`config.mk`:
```
export PLATFORM = sky130hd
export DESIGN_NAME = transmit_engine
export DESIGN_NICKNAME = d
export VERILOG_FILES = /design/src/rtl/uart_pkg.sv /design/src/rtl/bit_time_counter.sv /design/src/rtl/transmit_engine.sv
export SDC_FILE = /design/constraint.sdc
export NUM_CORES = 1
export LEC_CHECK = 0
export ABC_AREA = 1
export BUFFER_PORTS_ARGS = -buffer_cell sky130_fd_sc_hd__buf_2
export CELL_PAD_IN_SITES_DETAIL_PLACEMENT = 2
export CELL_PAD_IN_SITES_GLOBAL_PLACEMENT = 2
export CORE_UTILIZATION = 34
export DETAILED_ROUTE_END_ITERATION = 16
export PLACE_DENSITY_LB_ADDON = 0.2
export SYNTH_ARGS = -nofsm -noshare
export SYNTH_HDL_FRONTEND = slang
export SYNTH_HIERARCHICAL = 1
export SYNTH_SLANG_ARGS = --single-unit
```
`constraint.sdc`:
```
create_clock -name clk -period 4.39 [get_ports clk]
set_input_delay 0.439 -clock clk [delete_from_list [all_inputs] [get_ports clk]]
set_output_delay 0.439 -clock clk [all_outputs]
set_load 0.01 [all_outputs]
```
`src/rtl/uart_pkg.sv`:
```
// uart_pkg: shared UART constants, mode encodings and transmit state encoding.
package uart_pkg;
    localparam int FRAME_BITS = 11;
    localparam int K_W = 19;
    localparam logic [1:0] MODE_7N1 = 2'b00;
    localparam logic [1:0] MODE_7P1 = 2'b01;
    localparam logic [1:0] MODE_8N1 = 2'b10;
    localparam logic [1:0] MODE_8P1 = 2'b11;
    typedef enum logic [1:0] {
        ST_IDLE = 2'b00,
        ST_LOAD = 2'b01,
        ST_SEND = 2'b10
    } state_e;
endpackage

```
`src/rtl/bit_time_counter.sv`:
```
// bit_time_counter: pulses btu every k+1 enabled clocks; holds at zero while disabled.
module bit_time_counter
    import uart_pkg::*;
#(
    parameter int W = K_W
) (
    input  logic         clk,
    input  logic         rst,
    input  logic         en,
    input  logic [W-1:0] k,
    output logic         btu
);
    logic [W-1:0] count_q, count_d;
    assign btu = en & (count_q == k);
    always_comb count_d = (!en || btu) ? '0 : count_q + 1'b1;
    always_ff @(posedge clk) begin
        if (rst) count_q <= '0;
        else     count_q <= count_d;
    end
endmodule

```
`src/rtl/transmit_engine.sv`:
```
// transmit_engine: UART transmitter, one byte per load strobe, fixed 11 bit-time frames LSB-first.
module transmit_engine
    import uart_pkg::*;
(
    input  logic           clk,
    input  logic           rst,
    input  logic           load,
    input  logic [7:0]     data_in,
    input  logic           eight,
    input  logic           pen,
    input  logic           even,
    input  logic [K_W-1:0] k,
    output logic           tx,
    output logic           tx_rdy
);
    state_e                  state_q, state_d;
    logic [7:0]              data_q, data_d;
    logic [FRAME_BITS-1:0]   shift_q, shift_d;
    logic [3:0]              bit_count_q, bit_count_d;
    logic                    doit, btu, done, p7, p8, b9, b10;
    logic [1:0]              mode;
    assign doit   = (state_q == ST_SEND);
    assign done   = doit & btu & (bit_count_q == 4'(FRAME_BITS - 1));
    assign tx     = shift_q[0];
    assign tx_rdy = (state_q == ST_IDLE);
    assign mode   = {eight, pen};
    // Parity is inverted for odd mode; b9/b10 fall back to mark (1) as fill bits.
    assign p7  = even ? ^data_q[6:0] : ~^data_q[6:0];
    assign p8  = even ? ^data_q : ~^data_q;
    assign b9  = (mode == MODE_7N1) ? 1'b1 : (mode == MODE_7P1) ? p7 : data_q[7];
    assign b10 = (mode == MODE_8P1) ? p8 : 1'b1;
    bit_time_counter #(.W(K_W)) u_btc (
        .clk (clk),
        .rst (rst),
        .en  (doit),
        .k   (k),
        .btu (btu)
    );
    always_comb begin
        state_d     = state_q;
        data_d      = data_q;
        shift_d     = shift_q;
        bit_count_d = bit_count_q;
        case (state_q)
            ST_IDLE: begin
                state_d = load ? ST_LOAD : ST_IDLE;
                data_d  = load ? data_in : data_q;
            end
            ST_LOAD: begin
                state_d     = ST_SEND;
                shift_d     = {1'b1, b10, b9, data_q[6:0], 1'b0};
                bit_count_d = '0;
            end
            ST_SEND: begin
                state_d     = done ? ST_IDLE : ST_SEND;
                shift_d     = btu ? {1'b1, shift_q[FRAME_BITS-1:1]} : shift_q;
                bit_count_d = done ? '0 : btu ? bit_count_q + 1'b1 : bit_count_q;
            end
            default: state_d = ST_IDLE;
        endcase
    end
    always_ff @(posedge clk) begin
        if (rst) begin
            state_q     <= ST_IDLE;
            data_q      <= '0;
            shift_q     <= '1;
            bit_count_q <= '0;
        end else begin
            state_q     <= state_d;
            data_q      <= data_d;
            shift_q     <= shift_d;
            bit_count_q <= bit_count_d;
        end
    end
endmodule

```
==> results of run 1 <==
## Yosys cell counts (all sizes together)
library cell,count
clkinv,1
inv,63
a21oi,12
a211oi,1
o21ai,13
o211ai,13
o21bai,1
dfxtp,43
xnor2,6
nor3,2
buf,6
ha,3
clkbuf,1
xor2,13
nand4,3
nand2,116
and3,1
nand3,19
nor2,58
o31ai,1
## final timing paths
| check | end | slack, ns | cells after the start |
|---|---|---|---|
| max reg2reg | shift_q[1]$_SDFFE_PP1P_ | 2.27 | 13 |
| min | state_q[1]$_SDFF_PP0_ | 0.38 | 2 |
| min reg2reg | shift_q[0]$_SDFFE_PP1P_ | 0.49 | 2 |
| max | shift_q[1]$_SDFFE_PP1P_ | 2.27 | 13 |
## worst register-to-register path, stage by stage (launching register included)
cell and delay (ns):
dfxtp_1 0.55, inv_4 0.07, nand2_2 0.06, nand2_1 0.04, nor2_1 0.11, nand2_1 0.07, nor2_2 0.09, nand3_2 0.13
nor2_1 0.23, nand2_4 0.09, nand2_4 0.23, inv_1 0.14, nand2_1 0.10, nand3_1 0.08
## kinds of logic (layout without fill, tap and decap cells)
family                   after synthesis  count (layout)  share of synthesized area [%]
AND/OR/NAND/NOR                      199             199                          35.16
flip-flops                            43              43                          34.37
AO/OA/AOI/OAI                         41              41                          9.990
buffers and inverters                 71             106                          12.34
XOR/XNOR                              19              19                          6.643
adder cells (fa/ha/maj)                3               3                          1.499
## registers in the layout, summed over array words and instances, names as in the netlist
name and cells:
data_q 8, shift_q 10, state_q 2, bit_count_q 4, u_btc/count_q 19
## metrics by stage
stage                      power, W  std cells  util (%)
after floorplan           0.0005107        376         -
after global placement    0.0005436        499     39.30
after detailed placement  0.0005538        499     39.30
after CTS                 0.0009306        507     41.21
after global routing      0.0009626        507     41.21
final                     0.0009162        507     41.21
## routing by layer
metal	vias to the layer above	GRT usage (%)	routed length, µm
met1	1144	23.89	3253
met5	-	0	0
met2	28	35.87	3471
met4	0	4.918	63
li1	1219	-	-
met3	6	3.110	154
## final cells by class
type,count,share of cell area (%)
clock buffer,6,2.536
inverter,64,8.483
multi-input combinational,262,46.66
timing repair buffer,34,5.947
tap,96,4.198
clock inverter,2,2.099
sequential,43,30.08
## report_power, final
part	switching (W)	leakage, nW	internal, W
registers	0.0000127	0.351	0.000407
clock network	0.000147	0.0654	0.000228
logic	0.0000778	0.852	0.0000440
total	0.000237	1.27	0.000679
==> impl_metrics.py, run 1 <==
metrics = {
    "status": {
        "status": "finished, final reports clean",
    },
    "drt": {
        "drc": 0,
        "routed_wl_um": 6943,
        "dr.pass1.iters": 4,
        "drt-vias-per-instance": 4.728,
        "wl_per_cell_um": 13.69,
        "drt_iter0_drc": 50,
        "postRouteAntennaNets": 0,
        "via_count": 2397,
    },
    "flow_run": {
        "max_cap_violations": 0,
    },
    "setup_path": {
        "crit_slowest_cell": "dfxtp_1",
        "arrival_ns": 2.30,
        "critical_path_buf_inv_count": 2,
        "worstPathMaxFanout": 24,
        "worstSetupStartpoint": "u_btc/count_q[6]$_SDFF_PP0_",
        "path_class": "flip-flop to flip-flop",
        "worst-endpoint-required_ns": 4.57,
        "critPathCaptureType": "flip-flop",
        "path_common_cell": "nand2_1",
        "critPathTopFamily": "simple AND/OR/NAND/NOR gates",
        "cpPeakStageDelay_ns": 0.55,
        "startpoint_type": "flip-flop",
        "path_cells": "inv_4 > nand2_2 > nand2_1 > nor2_1 > nand2_1 > nor2_2 > nand3_2 > nor2_1 > nand2_4 > nand2_4 > inv_1 > nand2_1 > nand3_1",
        "reg2reg_from": "u_btc/count_q[6]$_SDFF_PP0_",
    },
    "layout": {
        "multi_input_area_um2": 1335,
        "fin_nets": 446,
        "num-fill-cells": 869,
        "drive_gt1_share_pct": 18.00,
        "layout_commonest_cell": "nand2_1",
        "fin_area_um2": 2861,
        "seqCellArea_um2": 860.8,
        "diodes": 0,
        "area_growth_syn_to_layout_pct": 14.24,
        "layout_common_cells": "nand2_1, inv_1, nor2_1",
    },
    "clock_network": {
        "cts_root_buf": "clkbuf_8",
        "tritoncts": "built",
        "clk_latency_ns": 0.30,
        "cts_setup_buffers": 0,
        "clkSlewWorstSetupHoldPaths_ns": 0.09,
        "htree_levels": 2,
        "cts_hold_buf": 0,
        "clk_path_buf_depth": 2,
        "numCtsBuffers": 5,
        "cts_resized": 0,
        "cts.sinks": 43,
    },
    "timing": {
        "relSlewSlack_pct": 66.13,
        "rsz0062_at_grt": "no",
        "layout_setup_ws_ns": 2.275,
        "fin_tns_setup_ns": 0,
        "worstMarginPinSlew_ns": 0.5049,
        "setup_viol": 0,
        "final-max-slew-violation-count": 0,
        "finalCritPeriodShare_pct": 48.19,
        "finalHoldViolCount": 0,
        "final.min_clock_period_ns": 2.115,
        "whs_ns": 0.3754,
        "fin_skew_ns": 0.007886,
        "fmax_mhz": 472.7,
    },
    "hold_path": {
        "worstHoldStart": "rst",
        "hold_class": "input pin to flip-flop",
    },
    "global_route": {
        "grt_pass1_wl_um": 11610,
        "grt_pass1_vias": 2577,
        "gr-total-overflow": 0,
        "antenna_found_initial": 0,
        "grt_max_degree": 25,
        "grt_use_total_pct": 19.64,
    },
    "synth": {
        "avgSynthCellArea_um2": 6.662,
        "synth.area.top_cells": "dfxtp_1, nand2_1, inv_1",
        "yosys.area.top_type": "dfxtp_1",
        "syn_nets": 412,
        "synth_cell_types": 31,
        "yosys_warnings": 6,
        "ys_ff_latch": 43,
        "syn_inst": 376,
        "yosysSeqAreaShare_pct": 34.37,
        "synth.cell_area_um2": 2505,
        "synth.top_cell.area_share_pct": 34.37,
    },
    "power": {
        "ir_drop_mv": 0.1081,
        "powerDensity_nw_per_um2": 320.2,
        "p_leak_nw": 1.268,
    },
    "floorplanning": {
        "fp-row-count": 30,
        "die_h_um": 87.84,
        "num_io_pins": 35,
        "start_util_pct": 36.07,
        "die_x_um": 87.84,
        "coreArea_um2": 6944,
        "die_area_um2": 7715,
    },
    "place": {
        "placed_area_um2": 2729,
        "numPortBuffers": 34,
        "post-place-ws_ns": 2.186,
        "gp_congestion": 0.7472,
        "hpwl_um": 5302,
    },
}
Note: power is estimated with default switching activity, not from simulation.
==> run 2, diff against run 1 <==
--- a/config.mk
+++ b/config.mk
@@ -5,11 +5,11 @@
 export SDC_FILE = /design/constraint.sdc
 export NUM_CORES = 1
 export LEC_CHECK = 0
-export ABC_AREA = 1
+export ABC_AREA = 0
 export BUFFER_PORTS_ARGS = -buffer_cell sky130_fd_sc_hd__buf_2
 export CELL_PAD_IN_SITES_DETAIL_PLACEMENT = 2
 export CELL_PAD_IN_SITES_GLOBAL_PLACEMENT = 2
-export CORE_UTILIZATION = 34
+export CORE_UTILIZATION = 33
 export DETAILED_ROUTE_END_ITERATION = 16
 export PLACE_DENSITY_LB_ADDON = 0.2
 export SYNTH_ARGS = -nofsm -noshare
==> constraint.sdc (replaced) <==
create_clock -name clk -period 2 [get_ports clk]
set_input_delay 0.2 -clock clk [delete_from_list [all_inputs] [get_ports clk]]
set_output_delay 0.2 -clock clk [all_outputs]
set_load 0.01 [all_outputs]
==> impl_metrics.py, run 2 <==
metrics = {
    "status": {
        "status": "finished, violations left",
        "violations": "setup timing",
    },
    "layout": {
        "layout_common_cells": "dfxtp_1, nand2_1, buf_2",
        "area_growth_syn_to_layout_pct": 36.03,
        "drive_gt1_share_pct": 35.76,
        "num-fill-cells": 729,
        "fin_nets": 365,
        "layout_commonest_cell": "dfxtp_1",
        "fin_cells": 407,
        "fin_area_um2": 2972,
        "diodes": 0,
        "regMostFlops": "u_btc/count_q",
        "largest_register_ffs": 19,
        "reg_top3": "u_btc/count_q: 19 flops, shift_q: 10 flops, data_q: 8 flops",
    },
    "synth": {
        "synth_most_common_cell": "dfxtp_1",
        "synth-simple-area-share_pct": 28.12,
        "synth_fa_ha_area_share_pct": 1.718,
        "synth_edf_count": 0,
        "avgSynthCellArea_um2": 8.402,
        "synth_top_family_by_area": "simple AND/OR/NAND/NOR gates",
        "syn_inst": 260,
        "synth_cell_types": 35,
        "synthXorXnorAreaFrac_pct": 18.84,
        "ys_ff_latch": 43,
        "yosys.area.top_type": "dfxtp_1",
        "synthFlopType": "dfxtp_1",
        "yosys-top-cells-count": "dfxtp_1, nand2_1, nor2_1, xnor2_1, xor2_1",
        "yosysSeqAreaShare_pct": 39.40,
        "synth-compound-area-share_pct": 7.159,
        "synth.area.mux_share_pct": 0,
        "synth.cell_area_um2": 2185,
        "syn_nets": 296,
        "synth.top_cell.area_share_pct": 39.40,
        "yosys_warnings": 6,
        "synth.area.top_cells": "dfxtp_1, xnor2_1, xor2_1",
        "async_reset_ff_share_pct": 0,
    },
    "clock_network": {
        "tritoncts": "built",
        "clkSlewWorstSetupHoldPaths_ns": 0.08,
        "numCtsBuffers": 5,
        "cts_root_buf": "clkbuf_8",
        "htree_levels": 2,
        "clk_latency_ns": 0.31,
        "cts_hold_buf": 0,
        "clk_path_buf_depth": 2,
        "cts.sinks": 43,
    },
    "setup_path": {
        "rr_worst_depth": 10,
        "timing.rr.end": "shift_q[8]$_SDFFE_PP1P_",
        "startpoint_type": "flip-flop",
        "arrival_ns": 2.32,
        "critPathCaptureType": "flip-flop",
        "reg2reg_from": "u_btc/count_q[4]$_SDFF_PP0_",
        "worstPathMaxFanout": 2,
        "worst-endpoint-required_ns": 2.19,
        "ff2ff_setup_slack_ns": -0.13,
        "path_class": "flip-flop to flip-flop",
    },
    "timing": {
        "layout_setup_ws_ns": -0.1308,
        "finalCritPeriodShare_pct": 106.5,
        "rsz0062_at_grt": "yes",
        "finalHoldViolCount": 0,
        "worstMarginPinSlew_ns": 0.4867,
        "final-max-slew-violation-count": 0,
        "relSlewSlack_pct": 67.46,
        "fin_skew_ns": 0.009937,
        "final.min_clock_period_ns": 2.131,
        "fmax_mhz": 469.3,
        "setup_viol": 13,
    },
    "floorplanning": {
        "die_area_um2": 6950,
        "die_h_um": 83.37,
        "num_io_pins": 35,
        "die_x_um": 83.37,
        "start_util_pct": 34.21,
        "coreArea_um2": 6386,
        "fp-row-count": 29,
    },
    "power": {
        "ir_drop_mv": 0.7236,
        "p_leak_nw": 1.182,
        "powerDensity_nw_per_um2": 655.4,
    },
    "drt": {
        "postRouteAntennaNets": 0,
        "wl_per_cell_um": 16.86,
        "drt-vias-per-instance": 4.934,
        "drc": 0,
        "via_count": 2008,
        "drt_iter0_drc": 36,
        "dr.pass1.iters": 2,
        "routed_wl_um": 6864,
    },
    "hold_path": {
        "hold_end": "data_q[2]$_SDFFE_PP0P_",
        "hold_class": "input pin to flip-flop",
        "hold_depth": 3,
        "worstHoldStart": "data_in[2]",
    },
    "global_route": {
        "grt_max_degree": 24,
        "grt_pass1_vias": 2239,
        "gr-total-overflow": 0,
        "grt_use_total_pct": 20.27,
        "grt_pass1_wl_um": 10960,
        "antenna_found_initial": 0,
    },
    "place": {
        "placed_area_um2": 2643,
        "numPortBuffers": 34,
        "place_inst": 393,
        "post-place-ws_ns": -0.2126,
        "gp_congestion": 0.7484,
        "hpwl_um": 4801,
    },
    "flow_run": {
        "max_cap_violations": 0,
    },
}
[run 2: changes by cell type in the layout (fill, tap and decap cells not counted), sizes merged, moves of 13 or more]
cell / delta
buf: +37
inv: -51
nand2: -80
nor2: -26
o211ai: -13
xnor2: +20
[run 2: metrics by stage]
stage / util (%) / TNS (ns) / total power, W / hold WS (ns)
after floorplan: - / 0 / 0.001094 / 0.3360
after global placement: 41.38 / -0.4882 / 0.001186 / 0.4470
after detailed placement: 41.38 / -2.112 / 0.001201 / 0.4508
after CTS: 44.14 / -0.7504 / 0.001944 / 0.1145
after global routing: 46.53 / -3.913 / 0.002042 / 0.1242
final: 46.53 / -1.090 / 0.001948 / 0.1239
[run 2: cell families after synthesis]
group           after synthesis
simple gates                118
buf+inv                      21
xor+xnor                     47
compound gates               28
flops                        43
fa+ha+maj                     3
[run 2: critical path: stages, from the launching register on]
cell and delay, ns:
dfxtp_1 0.34, xor2_1 0.19, nor4_2 0.24, buf_4 0.15, nand4_1 0.13, nor3_2 0.24, nand3b_1 0.18, buf_4 0.18
buf_6 0.10, a31oi_1 0.14, o21ai_1 0.10
[run 2: repair_timing]
item / 4_1_cts / 5_1_grt
setup buffers: 4 / 2
resized for setup: 11 / 33
setup endpoints to repair: 29 / 31
pin swaps: 3 / 15
gates cloned: 0 / 0
[run 2: power breakdown]
group / total, W / switching [W] / internal [W]
Sequential: 0.000920 / 0.0000306 / 0.000889
Clock: 0.000722 / 0.000317 / 0.000404
Combinational: 0.000306 / 0.000165 / 0.000141
[run 2: metal layers]
layer / global-route usage [%] / share of wire, %
met5: 0 / 0
met4: 7.367 / 2.4
met1: 22.81 / 42
met3: 3.678 / 2.4
met2: 37.78 / 53
[run 2: worst max-delay path by stage]
stage | startpoint | end | slack (ns) | cells past startpoint
CTS | u_btc/count_q[16]$_SDFF_PP0_ | shift_q[7]$_SDFFE_PP1P_ | -0.10 | 11
global route | u_btc/count_q[4]$_SDFF_PP0_ | shift_q[2]$_SDFFE_PP1P_ | -0.32 | 11
global placement | u_btc/count_q[8]$_SDFF_PP0_ | shift_q[4]$_SDFFE_PP1P_ | -0.06 | 10
detailed placement | u_btc/count_q[8]$_SDFF_PP0_ | shift_q[2]$_SDFFE_PP1P_ | -0.21 | 10
floorplan | u_btc/count_q[8]$_SDFF_PP0_ | shift_q[3]$_SDFFE_PP1P_ | 0.07 | 10
finish | u_btc/count_q[4]$_SDFF_PP0_ | shift_q[8]$_SDFFE_PP1P_ | -0.13 | 10
[run 2: final cells by class]
cell class              count  area (µm²)  area share [%]
clock inverters             2       35.03           1.179
inverters                  12       45.04           1.516
clock buffers               6       82.58           2.779
repair buffers             71       479.2           16.13
flip-flops and latches     43       870.8           29.31
multi-input cells         196        1363           45.85
well taps                  77       96.34           3.242
